--- config.mk ---
export PLATFORM = sky130hd
export DESIGN_NAME = pc_fetch_ctrl
export DESIGN_NICKNAME = d
export VERILOG_FILES = /design/src/rtl/pc_fetch_ctrl.sv
export SDC_FILE = /design/constraint.sdc
export NUM_CORES = 1
export LEC_CHECK = 0
export CORE_UTILIZATION = 43
export CTS_CLUSTER_SIZE = 14
export DETAILED_ROUTE_END_ITERATION = 12
export PLACE_DENSITY_LB_ADDON = 0.1
export SYNTH_ARGS = -nofsm -noshare
export SYNTH_HDL_FRONTEND = slang
export SYNTH_SLANG_ARGS = --single-unit
export TNS_END_PERCENT = 1
--- constraint.sdc ---
create_clock -name clk -period 1.6 [get_ports clk]
set_input_delay 0.16 -clock clk [delete_from_list [all_inputs] [get_ports clk]]
set_output_delay 0.16 -clock clk [all_outputs]
set_load 0.01 [all_outputs]
--- src/rtl/pc_fetch_ctrl.sv ---
// pc_fetch_ctrl: a four-state fetch/execute sequencer. It owns the program
// counter, the instruction register and the address-bus mux select. Every
// output comes from a flop, so no input reaches an output combinationally.
module pc_fetch_ctrl #(
    parameter logic [7:0] RESET_VECTOR = 8'd0
) (
    input  logic        clk,
    input  logic        reset,
    input  logic        mem_ready,
    input  logic [31:0] instr_in,
    input  logic        data_access_req,
    input  logic        branch_en,
    input  logic [7:0]  branch_target,
    input  logic        halt,
    output logic [7:0]  pc_address,
    output logic        select,
    output logic [31:0] instr_reg,
    output logic        instr_valid,
    output logic        halted
);

    typedef enum logic [1:0] {
        FETCH = 2'd0,
        EXEC  = 2'd1,
        DATA  = 2'd2,
        HALT  = 2'd3
    } state_t;

    state_t      state;
    state_t      state_next;
    logic [7:0]  pc_next;
    logic [31:0] instr_next;
    logic        pending_flag;
    logic        pending_flag_next;
    logic [7:0]  pending_target;
    logic [7:0]  pending_target_next;

    // Next-state logic. The flag-style outputs are derived from the state we
    // are about to enter, which keeps them registered and aligned with it.
    always_comb begin
        state_next          = state;
        pc_next             = pc_address;
        instr_next          = instr_reg;
        pending_flag_next   = pending_flag;
        pending_target_next = pending_target;

        unique case (state)
            FETCH: begin
                if (mem_ready) begin
                    instr_next = instr_in;
                    state_next = EXEC;
                end
            end
            EXEC: begin
                if (halt) begin
                    state_next = HALT;
                end else if (data_access_req) begin
                    state_next = DATA;
                    // A branch that arrives with a data access is deferred
                    // until the access completes.
                    if (branch_en) begin
                        pending_flag_next   = 1'b1;
                        pending_target_next = branch_target;
                    end
                end else if (branch_en) begin
                    pc_next    = branch_target;
                    state_next = FETCH;
                end else begin
                    pc_next    = pc_address + 8'd1;
                    state_next = FETCH;
                end
            end
            DATA: begin
                if (mem_ready) begin
                    if (pending_flag) begin
                        pc_next           = pending_target;
                        pending_flag_next = 1'b0;
                    end else begin
                        pc_next = pc_address + 8'd1;
                    end
                    state_next = FETCH;
                end
            end
            HALT: begin
                state_next = HALT;
            end
            default: begin
                state_next = FETCH;
            end
        endcase
    end

    // State and output registers; reset wins over every other input.
    always_ff @(posedge clk) begin
        if (reset) begin
            state          <= FETCH;
            pc_address     <= RESET_VECTOR;
            select         <= 1'b0;
            instr_reg      <= 32'h0;
            instr_valid    <= 1'b0;
            halted         <= 1'b0;
            pending_flag   <= 1'b0;
            pending_target <= 8'h0;
        end else begin
            state          <= state_next;
            pc_address     <= pc_next;
            select         <= (state_next == DATA);
            instr_reg      <= instr_next;
            instr_valid    <= (state_next == EXEC);
            halted         <= (state_next == HALT);
            pending_flag   <= pending_flag_next;
            pending_target <= pending_target_next;
        end
    end

endmodule

==> impl_metrics.yaml <==
status:
  run_status: "finished, final reports clean"
floorplan:
  fp.dieH_um: 74.4
  floorplan.initialDensity_pct: 46.2
  die-area_sq_um: 5540
  ioPinCount: 89
  die_x_um: 74.4
  rows: 25
  core_region_area_sq_um: 4880
clock_tree:
  clk_pin_slew_worst_paths_ns: 0.09
  clock_tree.buffer_depth: 2
  insertion_delay_ns: 0.31
  cts.sinks: 54
  cts_tree: "built"
  clockRootBuffer: "clkbuf_8"
  cts_max_level: 2
  cts_buffers: 5
  post-cts-setup-buffers: 0
global_routing:
  grt_start_max_net_pins: 34
  grt_pass1_vias: 1999
  grtUsageTotal_pct: 21.3
  grt_pass1_wl_um: 9030
  antenna_found_initial: 0
  grt.overflow.total: 0
setup_path:
  critPathMaxStageDelay_ns: 0.58
  worstSetupEndpointType: "output port"
  crit_chain: "clkdlybuf4s50_1"
  crit_family: "buffers and inverters"
  path_class: "reg -> out"
  crit_slowest_cell: "clkdlybuf4s50_1"
  critPathRequiredTime_ns: 1.44
  path_max_fanout: 7
  reg2regPathDepth: 5
  worstPathArrival_ns: 1.34
  crit_cells: 1
  setup.worst_path.start_class: "flop"
  crit_buf_inv: 1
power:
  ir_worst_vdd_v: 0.000668
  switchingPower_mw: 0.745
  leakagePower_nw: 1.30
  share_seq_of_total_power_pct: 52.6
  p_sw_share_pct: 26.5
  power_mw: 2.82
  combPwrFrac_pct: 21.3
  p_per_area_nw_per_um2: 841
  p_clk_share_pct: 26.1
  intPower_mw: 2.07
synthesis:
  synth_warnings: 0
  synth_cell_types: 41
  ys.flop_type: "dfxtp_1"
  synthArstFlopShare_pct: 0
  ys_seq_elements: 54
  ys_seq_area_share_pct: 47.9
  syn_area_sq_um: 2250
  syn_nets: 315
  synth_cells: 268
  synth_edf_count: 0
  avgSynthCellArea_sq_um: 8.41
timing:
  slew_violations: 0
  finalHoldViolCount: 0
  skew_ns: 0.00697
  fin_hold_ws_ns: 0.129
  rsz0062_at_grt: "no"
  max_freq_mhz: 664
  period_needed_ns: 1.50
  post-route-period-util_pct: 94.1
  setup_viol: 0
  slew_headroom_pct: 77.9
  worst_pin_slew_ns: 0.330
layout:
  fillers: 445
  instances_no_fill: 428
  final_net_count: 408
  antennaDiodeCount: 0
  largest_reg_flops: 32
  drive_gt1_share_pct: 9.42
  syn2layout_area_growth_pct: 48.6
run:
  maxCapViolCount: 0
hold_path:
  min_path_type: "in -> reg"
  hold-path-cell-count: 2
detailed_routing:
  antenna_left: 0
  vias_per_cell: 5.00
  drt-initial-drc-count: 73
  wirelength_um: 5610
  wl_per_cell_um: 13.1
  drt_pass1_iterations: 4
  drc_errors: 0
  num_vias: 2141
place:
  routabilityCongestion: 0.814
  dp_hpwl_um: 4100
  dp.cells: 421
  numPortBuffers: 88
-- layout make-up --
type,instances,area [sq um],share of cell area (%)
Multi-Input combinational cell,192,1060,31.6
Clock inverter,2,13.8,0.411
Sequential cell,54,1080,32.4
Timing Repair Buffer,105,1030,30.7
Clock buffer,5,68.8,2.05
Inverter,3,11.3,0.336
Tap cell,67,83.8,2.50
-- cell families (layout without fill, tap and decap cells) --
kind of cell | count (synthesis) | after routing | synth area share [%]
buffers and inverters | 22 | 115 | 5.33
and+or+nand+nor | 110 | 110 | 21.0
xor gates and xnor gates | 2 | 2 | 0.777
DFF | 54 | 54 | 47.9
muxes | 8 | 8 | 3.55
AOI/OAI and AO/OA | 71 | 71 | 20.8
adders and majority gates | 1 | 1 | 0.555
-- stage by stage --
step	setup slack (ns)	utilization (%)	instance area, sq um	TNS (ns)
finish	0.0950	68.6	3350	0
global route	0.0167	68.6	3350	0
CTS	0.0320	68.6	3350	0
detailed placement	-0.00931	66.9	3260	-0.0149
global placement	0.0204	66.9	3260	0
floorplan	0.140	-	2250	0
-- layout by cell type (no fill, tap or decap), types with 5 or more instances in the layout --
master	n
mux2i_1	8
buf_4	15
o21ai_0	5
nand2b_1	6
nor2_1	19
nor3_1	5
a21oi_1	35
clkdlybuf4s50_1	87
nand2_1	67
o21a_1	6
a311oi_1	7
clkbuf_8	5
dfxtp_1	51
-- path summary, 6_finish.rpt --
check                              from                         end  slack [ns]
min reg2reg  instr_reg[19]$_SDFFE_PP0P_  instr_reg[19]$_SDFFE_PP0P_        0.46
min                               reset         state[0]$_SDFF_PP0_        0.13
max          pc_address[3]$_SDFFE_PP0P_               pc_address[3]         0.1
max reg2reg         state[1]$_SDFF_PP0_  pc_address[2]$_SDFFE_PP0P_        0.14
-- power groups by stage --
stage               Clock [mW]  Sequential [mW]  Combinational (mW)
finish                   0.735             1.48               0.601
global route             0.813             1.49               0.659
CTS                      0.763             1.48               0.607
detailed placement           0             1.51               0.603
global placement             0             1.51               0.598
floorplan                    0             1.54               0.235
-- cells in the mapped netlist (all sizes together) (2+ instances only) --
master | instances | area [sq um]
a21oi | 36 | 191
a22oi | 2 | 15.0
a311oi | 7 | 61.3
and3 | 3 | 18.8
buf | 11 | 66.3
clkbuf | 7 | 33.8
dfxtp | 54 | 1080
inv | 3 | 11.3
mux2i | 8 | 80.1
nand2 | 67 | 251
nand2b | 6 | 37.5
nand3 | 3 | 15.0
nor2 | 19 | 71.3
nor3 | 5 | 25.0
o21a | 6 | 45.0
o21ai | 5 | 25.0
o21bai | 2 | 15.0
o311ai | 3 | 26.3
o31ai | 2 | 15.0
xnor2 | 2 | 17.5
-- timing repair --
item,in CTS,in global routing
setup endpoints to repair,0,5
gates resized for setup,0,4
hold buffers,0,0
-- per-layer routing --
layer	GRT usage, %	routed length (um)	vias up
met2	35.5	2750	56
li1	-	-	1109
met4	7.55	48	0
met5	0	0	-
met3	5.56	345	5
met1	26.7	2460	971
(Power assumes the default switching activity.)
